--- src/rtl/alu_seq_pkg.sv ---
// Shared encodings for the ALU command sequencer: command opcodes, ALU micro-op codes,
// FSM states, flag indices and small opcode-classification helpers.
package alu_seq_pkg;

  localparam int DATA_W    = 32;
  localparam int CMD_W     = 4;
  localparam int NUM_FLAGS = 4;

  localparam int FLAG_C = 0;
  localparam int FLAG_Z = 1;
  localparam int FLAG_N = 2;
  localparam int FLAG_V = 3;

  localparam logic [CMD_W-1:0] CMD_ADD = 4'd0;
  localparam logic [CMD_W-1:0] CMD_SUB = 4'd1;
  localparam logic [CMD_W-1:0] CMD_AND = 4'd2;
  localparam logic [CMD_W-1:0] CMD_XOR = 4'd3;
  localparam logic [CMD_W-1:0] CMD_SLL = 4'd4;
  localparam logic [CMD_W-1:0] CMD_SRL = 4'd5;
  localparam logic [CMD_W-1:0] CMD_SRA = 4'd6;
  localparam logic [CMD_W-1:0] CMD_CMP = 4'd7;

  typedef enum logic [2:0] {
    ALU_ADD  = 3'b000,
    ALU_COMP = 3'b001,
    ALU_AND  = 3'b010,
    ALU_XOR  = 3'b011,
    ALU_SHL  = 3'b100,
    ALU_SHA  = 3'b101
  } alu_op_e;

  typedef enum logic [1:0] {
    ST_IDLE  = 2'd0,
    ST_PASS1 = 2'd1,
    ST_PASS2 = 2'd2,
    ST_RESP  = 2'd3
  } seq_state_e;

  function automatic logic is_legal(input logic [CMD_W-1:0] op);
    return (op <= CMD_CMP);
  endfunction

  // SUB and CMP need a negate pass ahead of the add pass
  function automatic logic is_two_pass(input logic [CMD_W-1:0] op);
    return (op == CMD_SUB) || (op == CMD_CMP);
  endfunction

  function automatic logic uses_adder(input logic [CMD_W-1:0] op);
    return (op == CMD_ADD) || (op == CMD_SUB) || (op == CMD_CMP);
  endfunction

endpackage

--- src/rtl/alu_seq_if.sv ---
// Command/response handshake bundle between the decode/execute control (master)
// and the ALU sequencer (slave).
interface alu_seq_if #(
  parameter int WIDTH = 32,
  parameter int OP_W  = 4
);
  logic             cmd_valid;
  logic             cmd_ready;
  logic [OP_W-1:0]  cmd_op;
  logic [WIDTH-1:0] cmd_a;
  logic [WIDTH-1:0] cmd_b;
  logic             rsp_valid;
  logic             rsp_ready;
  logic [WIDTH-1:0] rsp_data;
  logic             rsp_wb;
  logic             rsp_err;

  modport master (
    output cmd_valid, cmd_op, cmd_a, cmd_b, rsp_ready,
    input  cmd_ready, rsp_valid, rsp_data, rsp_wb, rsp_err
  );

  modport slave (
    input  cmd_valid, cmd_op, cmd_a, cmd_b, rsp_ready,
    output cmd_ready, rsp_valid, rsp_data, rsp_wb, rsp_err
  );
endinterface

--- src/rtl/alu_flag_reg.sv ---
// Architectural C/Z/N/V flag register; the C/V and Z/N groups have independent
// update enables so logic/shift ops can refresh Z/N while C/V are retained.
module alu_flag_reg
  import alu_seq_pkg::*;
(
  input  logic                 clk,
  input  logic                 rst,
  input  logic                 cv_en,
  input  logic                 zn_en,
  input  logic                 c_in,
  input  logic                 v_in,
  input  logic                 z_in,
  input  logic                 n_in,
  output logic [NUM_FLAGS-1:0] flags
);

  logic [NUM_FLAGS-1:0] flags_r;

  // Flag storage, each group written only on its own enable
  always_ff @(posedge clk) begin
    if (!rst) begin
      flags_r <= '0;
    end else begin
      if (cv_en) begin
        flags_r[FLAG_C] <= c_in;
        flags_r[FLAG_V] <= v_in;
      end
      if (zn_en) begin
        flags_r[FLAG_Z] <= z_in;
        flags_r[FLAG_N] <= n_in;
      end
    end
  end

  assign flags = flags_r;

endmodule

--- src/rtl/alu_sequencer.sv ---
// Command-level controller in front of the 32-bit ALU: one command per handshake, 1-2 ALU
// micro-ops, architectural flags. Define ALU_SEQ_BACK2BACK_EN to accept a new command in RESP.
module alu_sequencer
  import alu_seq_pkg::*;
#(
  parameter int WIDTH = 32,
  parameter int OP_W  = 4
)(
  input  logic             clk,
  input  logic             rst,
  alu_seq_if.slave         bus,
  output logic [WIDTH-1:0] alu_reg1,
  output logic [WIDTH-1:0] alu_reg2,
  output logic [2:0]       alu_op,
  output logic             alu_cin,
  output logic             alu_dir,
  input  logic [WIDTH-1:0] alu_res,
  input  logic             alu_carry,
  input  logic             alu_ovf,
  output logic             flag_c,
  output logic             flag_z,
  output logic             flag_n,
  output logic             flag_v
);

  seq_state_e           state_r;
  logic [OP_W-1:0]      op_r;
  logic [WIDTH-1:0]     a_r;
  logic [WIDTH-1:0]     b_r;
  logic [WIDTH-1:0]     tmp_r;
  logic                 rsp_valid_r;
  logic [WIDTH-1:0]     rsp_data_r;
  logic                 rsp_wb_r;
  logic                 rsp_err_r;
  logic                 cmd_ready_s;
  logic                 accept_s;
  logic                 cmd_legal_s;
  logic                 final_pass_s;
  logic [NUM_FLAGS-1:0] flags_s;

`ifdef ALU_SEQ_BACK2BACK_EN
  assign cmd_ready_s = (state_r == ST_IDLE) || ((state_r == ST_RESP) && bus.rsp_ready);
`else
  assign cmd_ready_s = (state_r == ST_IDLE);
`endif

  assign accept_s     = bus.cmd_valid && cmd_ready_s;
  assign cmd_legal_s  = is_legal(bus.cmd_op);
  assign final_pass_s = ((state_r == ST_PASS1) && !is_two_pass(op_r)) || (state_r == ST_PASS2);

  // Sequencer FSM together with the latched command and the response registers
  always_ff @(posedge clk) begin
    if (!rst) begin
      state_r     <= ST_IDLE;
      op_r        <= '0;
      a_r         <= '0;
      b_r         <= '0;
      tmp_r       <= '0;
      rsp_valid_r <= 1'b0;
      rsp_data_r  <= '0;
      rsp_wb_r    <= 1'b0;
      rsp_err_r   <= 1'b0;
    end else begin
      case (state_r)
        ST_IDLE: begin
          state_r <= ST_IDLE;
        end
        ST_PASS1: begin
          if (is_two_pass(op_r)) begin
            tmp_r   <= alu_res;
            state_r <= ST_PASS2;
          end else begin
            rsp_data_r  <= alu_res;
            rsp_valid_r <= 1'b1;
            state_r     <= ST_RESP;
          end
        end
        ST_PASS2: begin
          rsp_data_r  <= alu_res;
          rsp_valid_r <= 1'b1;
          state_r     <= ST_RESP;
        end
        ST_RESP: begin
          if (bus.rsp_ready) begin
            rsp_valid_r <= 1'b0;
            state_r     <= ST_IDLE;
          end
        end
        default: begin
          state_r <= ST_IDLE;
        end
      endcase

      // Acceptance overrides the RESP->IDLE step when back-to-back issue is enabled
      if (accept_s) begin
        op_r      <= bus.cmd_op;
        a_r       <= bus.cmd_a;
        b_r       <= bus.cmd_b;
        rsp_err_r <= !cmd_legal_s;
        rsp_wb_r  <= cmd_legal_s && (bus.cmd_op != CMD_CMP);
        if (cmd_legal_s) begin
          state_r <= ST_PASS1;
        end else begin
          rsp_data_r  <= bus.cmd_a;
          rsp_valid_r <= 1'b1;
          state_r     <= ST_RESP;
        end
      end
    end
  end

  // ALU micro-op drive from the latched command; all-zero (ADD of 0,0) outside the passes
  always_comb begin
    alu_reg1 = '0;
    alu_reg2 = '0;
    alu_op   = ALU_ADD;
    alu_cin  = 1'b0;
    alu_dir  = 1'b0;
    case (state_r)
      ST_PASS1: begin
        alu_reg1 = a_r;
        alu_reg2 = b_r;
        case (op_r)
          CMD_ADD: alu_op = ALU_ADD;
          CMD_SUB, CMD_CMP: begin
            alu_op   = ALU_COMP;
            alu_reg1 = '0;
          end
          CMD_AND: alu_op = ALU_AND;
          CMD_XOR: alu_op = ALU_XOR;
          CMD_SLL: alu_op = ALU_SHL;
          CMD_SRL: begin
            alu_op  = ALU_SHL;
            alu_dir = 1'b1;
          end
          CMD_SRA: alu_op = ALU_SHA;
          default: begin
            alu_op   = ALU_ADD;
            alu_reg1 = '0;
            alu_reg2 = '0;
          end
        endcase
      end
      ST_PASS2: begin
        alu_op   = ALU_ADD;
        alu_reg1 = a_r;
        alu_reg2 = tmp_r;
      end
      default: begin
        alu_op = ALU_ADD;
      end
    endcase
  end

  // Z/N come from the captured result itself, never from the ALU's own flag outputs
  alu_flag_reg u_flags (
    .clk   (clk),
    .rst   (rst),
    .cv_en (final_pass_s && uses_adder(op_r)),
    .zn_en (final_pass_s),
    .c_in  (alu_carry),
    .v_in  (alu_ovf),
    .z_in  (alu_res == '0),
    .n_in  (alu_res[WIDTH-1]),
    .flags (flags_s)
  );

  assign bus.cmd_ready = cmd_ready_s;
  assign bus.rsp_valid = rsp_valid_r;
  assign bus.rsp_data  = rsp_data_r;
  assign bus.rsp_wb    = rsp_wb_r;
  assign bus.rsp_err   = rsp_err_r;

  assign flag_c = flags_s[FLAG_C];
  assign flag_z = flags_s[FLAG_Z];
  assign flag_n = flags_s[FLAG_N];
  assign flag_v = flags_s[FLAG_V];

endmodule

--- src/flat_wrapper.sv ---
// flat-port wrapper written by rule: the top's interface ports become plain ports
module alu_sequencer_flat import alu_seq_pkg::*;
#(
  parameter int WIDTH = 32,
  parameter int OP_W  = 4
)
  (clk, rst, alu_reg1, alu_reg2, alu_op, alu_cin, alu_dir, alu_res, alu_carry, alu_ovf, flag_c, flag_z, flag_n, flag_v, bus_cmd_valid, bus_cmd_op, bus_cmd_a, bus_cmd_b, bus_rsp_ready, bus_cmd_ready, bus_rsp_valid, bus_rsp_data, bus_rsp_wb, bus_rsp_err);
  alu_seq_if #(.WIDTH(WIDTH), .OP_W(OP_W)) bus_i ();
  input  logic clk;
  input  logic rst;
  output logic [WIDTH-1:0] alu_reg1;
  output logic [WIDTH-1:0] alu_reg2;
  output logic [2:0] alu_op;
  output logic alu_cin;
  output logic alu_dir;
  input  logic [WIDTH-1:0] alu_res;
  input  logic alu_carry;
  input  logic alu_ovf;
  output logic flag_c;
  output logic flag_z;
  output logic flag_n;
  output logic flag_v;
  input wire logic [$bits(bus_i.cmd_valid)-1:0] bus_cmd_valid;
  input wire logic [$bits(bus_i.cmd_op)-1:0] bus_cmd_op;
  input wire logic [$bits(bus_i.cmd_a)-1:0] bus_cmd_a;
  input wire logic [$bits(bus_i.cmd_b)-1:0] bus_cmd_b;
  input wire logic [$bits(bus_i.rsp_ready)-1:0] bus_rsp_ready;
  output wire logic [$bits(bus_i.cmd_ready)-1:0] bus_cmd_ready;
  output wire logic [$bits(bus_i.rsp_valid)-1:0] bus_rsp_valid;
  output wire logic [$bits(bus_i.rsp_data)-1:0] bus_rsp_data;
  output wire logic [$bits(bus_i.rsp_wb)-1:0] bus_rsp_wb;
  output wire logic [$bits(bus_i.rsp_err)-1:0] bus_rsp_err;
  assign bus_i.cmd_valid = bus_cmd_valid;
  assign bus_i.cmd_op = bus_cmd_op;
  assign bus_i.cmd_a = bus_cmd_a;
  assign bus_i.cmd_b = bus_cmd_b;
  assign bus_i.rsp_ready = bus_rsp_ready;
  assign bus_cmd_ready = bus_i.cmd_ready;
  assign bus_rsp_valid = bus_i.rsp_valid;
  assign bus_rsp_data = bus_i.rsp_data;
  assign bus_rsp_wb = bus_i.rsp_wb;
  assign bus_rsp_err = bus_i.rsp_err;
  alu_sequencer #(.WIDTH(WIDTH), .OP_W(OP_W)) u_core (.clk(clk), .rst(rst), .bus(bus_i), .alu_reg1(alu_reg1), .alu_reg2(alu_reg2), .alu_op(alu_op), .alu_cin(alu_cin), .alu_dir(alu_dir), .alu_res(alu_res), .alu_carry(alu_carry), .alu_ovf(alu_ovf), .flag_c(flag_c), .flag_z(flag_z), .flag_n(flag_n), .flag_v(flag_v));
endmodule
--- config.mk ---
export PLATFORM = sky130hd
export DESIGN_NAME = alu_sequencer_flat
export DESIGN_NICKNAME = d
export VERILOG_FILES = /design/src/rtl/alu_seq_pkg.sv /design/src/rtl/alu_seq_if.sv /design/src/rtl/alu_flag_reg.sv /design/src/rtl/alu_sequencer.sv /design/src/flat_wrapper.sv
export SDC_FILE = /design/constraint.sdc
export NUM_CORES = 1
export LEC_CHECK = 0
export BUFFER_PORTS_ARGS = -buffer_cell sky130_fd_sc_hd__buf_2
export CAP_MARGIN = 5
export CELL_PAD_IN_SITES_DETAIL_PLACEMENT = 0
export CELL_PAD_IN_SITES_GLOBAL_PLACEMENT = 2
export CORE_MARGIN = 5
export CORE_UTILIZATION = 32
export CTS_CLUSTER_SIZE = 25
export DETAILED_ROUTE_END_ITERATION = 8
export GPL_ROUTABILITY_DRIVEN = 0
export PLACE_DENSITY = 0.85
export SLEW_MARGIN = 15
export SYNTH_ARGS = -nofsm -noshare
export SYNTH_HDL_FRONTEND = slang
export SYNTH_HIERARCHICAL = 1
export SYNTH_SLANG_ARGS = --single-unit
--- constraint.sdc ---
create_clock -name clk -period 3.6 [get_ports clk]
set_input_delay 0.18 -clock clk [delete_from_list [all_inputs] [get_ports clk]]
set_output_delay 0.18 -clock clk [all_outputs]
set_load 0.02 [all_outputs]
==> out/results.ini, run 1 <==
[die]
placementRows=55
core-area_mm2=0.0224
die_h_um=160
dieArea_mm2=0.0257
io_pins=215
start_util_pct=32.3
die_w_um=160

[clock_tree]
cts_buffers=17
clock_latency_ns=0.42
cts_sinks=141
clkTransAtPathRegs_ns=0.06
cts_tree=built
cts_max_level=4
clockRootBuffer=clkbuf_16
cts_buffer_depth=2
cts_resized=0

[logic_synthesis]
synth_seq_cells=141
synth_nets=1001
ys_warn_count=6
syn_inst=891
synth_top_area_share_pct=39.0
synthSimpleGateAreaFrac_pct=19.3
synth_area_per_cell_um2=8.12
synth_top_family_by_area=compound AO/OA/AOI/OAI gates
yosysTopAreaCell=dfxtp_1
synth_mux_area_share_pct=5.26
ys_seq_area_share_pct=39.0
synth-xor-area-share_pct=0.761
synth-compound-area-share_pct=26.5
synth.area.top_cells=dfxtp_1 (39%), nand2_1 (10%), a21oi_1 (7.1%), mux2i_1 (5.3%), a211oi_2 (5.2%)
yosysUniqueCellTypes=41
synthAdderAreaFrac_pct=0.692
synth_area_mm2=0.00724

[sta]
rsz0062_at_grt=no
finalSetupViolations=0
fin_crit_ns=2.89
fmax_mhz=346
worstMarginPinSlew_ns=1.12
drv_slew=0
post-route-period-util_pct=80.4
hold_viol=0
max_slew_margin_pct=25.5
holdWs_ns=0.0135
setup_tns_ns=0
setup_slack_ns=0.706
clock_skew_ns=0.00686

[cells_and_area]
area_growth_pct=27.0
seq_area_mm2=0.00282
num-nets-final=1183
multi_input_area_mm2=0.00381
diodes=0
nFillCells=2352
drive_above_1_share_pct=28.0

[critical_path]
worstPathCellList=inv_1 > ha_1 > clkinv_2 > buf_4 > a211oi_2 > buf_2
crit_fanout=38
critPathKind=flip-flop to output pin
arrival_ns=2.71
cp_top_family=buffers and inverters
crit_path_end_kind=output pin
cpPeakStageDelay_ns=0.51
critPathBufInv=4
cp-start-kind=flip-flop
cp_slowest_cell=buf_4
critPathRequiredTime_ns=3.42

[placed_design]
port_buffers=213
pre_cts_slack_ns=1.12
dpl.hpwl_um=19200

[global_route]
grt_pass1_wl_um=41500
grt_pass1_vias=7052
grt_max_degree=101
overflow=0
grt.total_usage_pct=20.3
antenna_found_initial=1

[power]
leakage_nw=3.91
power.density_mw_per_mm2=603
ir_drop_mv=0.289

[drt]
dr.pass1.iters=5
postRouteAntennaNets=0
vias_per_cell=5.20
wl_um=26800
routedWlPerCell_um=19.6
drc_errors=0
drt_iter0_markers=525
via_count=7127

[run_status]
status=complete, no violations

[hold_path]
hp-class=primary input to flip-flop

[flow_run]
drv_cap=0

-- kinds of logic (layout without fill, tap and decap cells) --
logic type / count (synthesis) / count (layout)
AO/OA/AOI/OAI: 274 / 274
XOR/XNOR: 2 / 2
adder cells (fa/ha/maj): 4 / 4
buffers and inverters: 133 / 327
flip-flops: 141 / 141
multiplexers: 38 / 38
other: 1 / 1
AND/OR/NAND/NOR: 298 / 298
-- per-layer routing --
metal  wire length (um)  vias to the layer above  global-route usage [%]
li1                   -                     3506                       -
met1              12700                     3347                    28.8
met2              11900                      243                    31.0
met3               1890                       29                    5.29
met4                334                        2                    4.85
met5                 13                        -                       0
-- layout make-up --
| type | count | share of cell area [%] |
|---|---|---|
| multi-input combinational | 617 | 41.5 |
| tap | 285 | 3.88 |
| sequential | 141 | 30.7 |
| clock buffer | 20 | 4.97 |
| inverter | 39 | 1.61 |
| timing repair buffer | 257 | 15.8 |
| clock inverter | 11 | 1.55 |
-- path summary, 6_finish.rpt --
path	from	end	slack, ns	cells past startpoint
setup / recovery	u_core/state_r[0]	alu_reg1[28]	0.71	6
setup reg to reg	u_core/state_r[0]	u_core/bus.rsp_data[24]	1.11	6
hold reg to reg	u_core/b_r[2]	u_core/b_r[2]	0.45	2
hold / removal	bus_cmd_b[4]	u_core/b_r[4]	0.01	3
-- cell usage in the layout (no fill, tap or decap), types with 4 or more instances in the layout --
cell / Yosys / final
a221oi_1: 32 / 32
a21oi_1: 103 / 103
mux2i_1: 38 / 38
nor4_1: 8 / 8
a22oi_1: 32 / 32
ha_1: 4 / 4
and4b_1: 32 / 32
nor2_1: 37 / 37
o211ai_1: 32 / 32
dfxtp_1: 141 / 141
buf_4: 10 / 21
a211oi_2: 30 / 30
nor2b_1: 6 / 5
nand2_1: 202 / 201
clkbuf_16: 0 / 17
buf_2: 14 / 213
inv_1: 37 / 37
o21ai_0: 34 / 34
clkinvlp_4: 0 / 5
clkinv_2: 0 / 4
dlygate4sd3_1: 0 / 23
-- tightest hold or removal path, delay by kind of cell --
family          cells  cell delay, ns
buf+inv             1            0.10
simple gates        1            0.05
compound gates      1            0.05
-- registers in the layout, summed over array words and instances, names as in the netlist --
name / flops
u_core/a_r: 32
u_core/b_r: 32
u_core/bus.rsp_data: 32
u_core/tmp_r: 32
u_core/op_r: 4
u_core/u_flags/flags: 4
u_core/state_r: 2
u_core/bus.rsp_err: 1
u_core/bus.rsp_valid: 1
u_core/bus.rsp_wb: 1
-- cell usage after synthesis --
cell type,n
and2_1,1
buf_2,14
a211oi_1,3
o22a_1,1
a21oi_1,103
nand4_1,2
buf_4,10
a211oi_2,30
clkbuf_1,63
nand2_1,202
nor3_1,2
a221oi_1,32
o21a_1,1
clkinv_1,1
xor2_4,1
o21ai_0,34
and3_1,1
a22oi_1,32
a311oi_1,1
buf_6,7
o221ai_1,1
mux2i_1,38
dfxtp_1,141
inv_1,37
a21bo_2,1
nand2b_1,1
or3b_1,1
nand3_1,2
conb_1,1
o211ai_1,32
and3b_1,2
nor4_1,8
a31oi_1,2
nor2_1,37
ha_1,4
and4b_1,32
nand3_4,1
nor2b_1,6
xnor2_4,1
o21ai_4,1
inv_2,1
-- power breakdown --
group	internal, mW	leakage [nW]	switching, mW	total [mW]
logic	0.533	2.48	1.30	1.83
clock network	1.12	0.280	0.677	1.79
registers	1.77	1.15	0.142	1.91
-- per-stage QoR --
step | cells | util [%] | total power [mW] | cell area (um2)
4_1_cts | 1369 | 40.9 | 5.60 | 9180
3_5_place_dp | 1316 | 37.3 | 3.77 | 8360
5_1_grt | 1370 | 41.0 | 5.84 | 9190
6_report | 1370 | 41.0 | 5.54 | 9190
2_1_floorplan | 891 | - | 3.21 | 7240
3_3_place_gp | 1316 | 37.3 | 3.75 | 8360
-- repair_timing --
| item | 4_1_cts | 5_1_grt |
|---|---|---|
| buffers inserted | 0 | 0 |
| hold buffers | 22 | 1 |
| hold endpoints to repair | 22 | 1 |
(Power assumes the default switching activity.)
==> inputs of run 2 (changes only) <==
CORE_UTILIZATION = 27   (was 32)
PLACE_DENSITY = 0.77   (was 0.85)
clock period = 2.55 ns   (was 3.6 ns; I/O delays follow)
==> run 2 against run 1 <==
  * Register-to-register slack lost 0.56 ns
  * Count of clock-buffer cells in the layout is 1 higher
  * Combinational power up 52%
  * Sequential power increased by 41%
  * Worst setup slack worse by 0.55 ns
  * Clock power is 45% higher
  * Non-clock buffer count rose by 54
  * Critical endpoint is now alu_reg1[0]
  * Largest cell class unchanged
==> out/results.ini, run 2 (synthesized netlist as in run 1, its figures left out) <==
[run_status]
status=complete, no violations

[cells_and_area]
num-nets-final=1237  ; +4.6%
drive_above_1_share_pct=26.8  ; -1.2 points
final_cells=1480  ; +8.0%
layout_common_cells=buf_2 (213), nand2_1 (201), dfxtp_1 (141), a21oi_1 (103), dlygate4sd3_1 (76)
layout_commonest_cell=buf_2
area_growth_pct=36.6
diodes=0  ; unchanged

[hold_path]
min_from=alu_res[30]
hold_depth=3  ; unchanged
hp-class=primary input to flip-flop
hold_end=u_core/tmp_r[30]

[power]
ir_drop_mv=0.390  ; +35%
power.density_mw_per_mm2=818  ; +36%
leakage_nw=4.19  ; +6.9%

[sta]
worstMarginPinSlew_ns=0.561  ; -0.557 ns
post-route-period-util_pct=94.0
setup_slack_ns=0.154  ; -0.551 ns
setup_tns_ns=0  ; unchanged
drv_slew=0  ; unchanged
fmax_mhz=417
fin_crit_ns=2.40
finalSetupViolations=0  ; unchanged
rsz0062_at_grt=no
holdWs_ns=0.0120  ; -0.00149 ns
hold_viol=0  ; unchanged
max_slew_margin_pct=62.6  ; +37 points
clock_skew_ns=0.00824  ; +0.00138 ns

[drt]
drc_errors=0  ; unchanged
vias_per_cell=4.93  ; -5.2%
wl_um=28700  ; +6.8%
drt_iter0_markers=515  ; -1.9%
postRouteAntennaNets=0  ; unchanged
via_count=7301  ; +2.4%
topRoutingLayerUsed=met4
routedWlPerCell_um=19.4  ; -1.2%
dr.pass1.iters=7  ; +2
wl_met1_um=14000  ; +10%
wl_met2_um=12400  ; +4.6%
met3WireLength_um=1650  ; -13%

[critical_path]
arrival_ns=2.27  ; -0.44 ns
crit_path_end_kind=output pin
worstPathCellList=inv_1 > ha_1 > clkinv_2 > buf_12 > a211oi_2 > buf_2
cp_top_family=buffers and inverters
ff2ff_setup_slack_ns=0.55  ; -0.56 ns
r2r_start=u_core/state_r[0]
cp-start-kind=flip-flop
crit_fanout=36  ; -5.3%
critPathRequiredTime_ns=2.42  ; -1.00 ns
critPathKind=flip-flop to output pin
timing.rr.end=u_core/u_flags/flags[3]
cp_slowest_cell=dfxtp_1
cpPeakStageDelay_ns=0.39  ; -0.12 ns
ff2ff_path_depth=7  ; +1
critPathBufInv=4  ; unchanged

[clock_tree]
cts_setup_buffers=0  ; unchanged
clkTransAtPathRegs_ns=0.06  ; about the same
clock_latency_ns=0.42  ; about the same
cts_tree=built
clockRootBuffer=clkbuf_16
cts_sinks=141  ; unchanged
cts_buffer_depth=2  ; unchanged
cts_max_level=4  ; unchanged
cts_buffers=17  ; unchanged

[global_route]
grt_pass1_vias=7430  ; +5.4%
antenna_found_initial=0  ; -1
overflow=0  ; unchanged
grt_max_degree=81  ; -20%
grt.total_usage_pct=18.7  ; -1.6 points
grt_pass1_wl_um=44800  ; +7.9%

[die]
start_util_pct=27.2  ; -5.1 points
io_pins=215  ; unchanged
placementRows=60  ; +9.1%
die_w_um=174  ; +8.3%
die_h_um=174  ; +8.3%
core-area_mm2=0.0267  ; +19%
dieArea_mm2=0.0302  ; +17%

[flow_run]
drv_cap=0  ; unchanged

[placed_design]
place_inst=1373  ; +4.3%
port_buffers=213  ; unchanged
dpl.hpwl_um=20300  ; +5.3%
pre_cts_slack_ns=0.561  ; -0.557 ns

[run 2: worst max-delay path by stage]
stage                           start                 endpoint  slack, ns  cells past startpoint
detailed placement  u_core/state_r[0]  u_core/u_flags/flags[3]       0.56                      7
global placement    u_core/state_r[0]  u_core/bus.rsp_data[28]       0.65                      6
CTS                 u_core/state_r[0]              alu_reg1[0]       0.13                      6
finish              u_core/state_r[0]              alu_reg1[0]       0.15                      6
floorplan           u_core/state_r[0]  u_core/u_flags/flags[0]       0.61                      9
global route        u_core/state_r[0]              alu_reg1[5]       0.02                      6
[run 2: worst reg2reg max path, delay by kind of cell, from the launching register on]
family / cells / cell delay [ns]
buf+inv: 2 / 0.47
flops: 1 / 0.34
simple gates: 2 / 0.32
compound gates: 1 / 0.30
fa+ha+maj: 1 / 0.24
mux: 1 / 0.23
[run 2: timing repair]
| item | in CTS | in global routing |
|---|---|---|
| setup endpoints to repair | 0 | 0 |
| resized for setup | 0 | 0 |
| hold buffers | 76 | 0 |
| hold endpoints to repair | 77 | 0 |
[run 2: area by class of cell]
class / instances / area, um2
Inverter: 39 / 148
Clock buffer: 21 / 470
Timing Repair Buffer: 311 / 2070
Tap cell: 341 / 427
Sequential cell: 141 / 2820
Multi-Input combinational cell: 617 / 3810
Fill cell: 2789 / 16800
Clock inverter: 10 / 138
[run 2: stage by stage]
step	area [um2]	power (mW)	utilization [%]
6_report	9880	8.08	37.1
3_3_place_gp	8520	5.43	32.0
4_1_cts	9880	8.18	37.1
2_1_floorplan	7240	4.53	-
5_1_grt	9880	8.53	37.1
3_5_place_dp	8520	5.47	32.0
[run 2: report_power, final]
group / total, mW / switching (mW) / internal [mW] / leakage, nW
Sequential: 2.69 / 0.194 / 2.50 / 1.15
Combinational: 2.79 / 1.89 / 0.895 / 2.74
Clock: 2.60 / 0.990 / 1.61 / 0.295
[run 2: routing by layer]
metal | up-vias | track usage [%]
li1 | 3617 | -
met1 | 3430 | 26.5
met2 | 220 | 28.5
met3 | 34 | 4.47
met4 | 0 | 5.54
met5 | - | 0
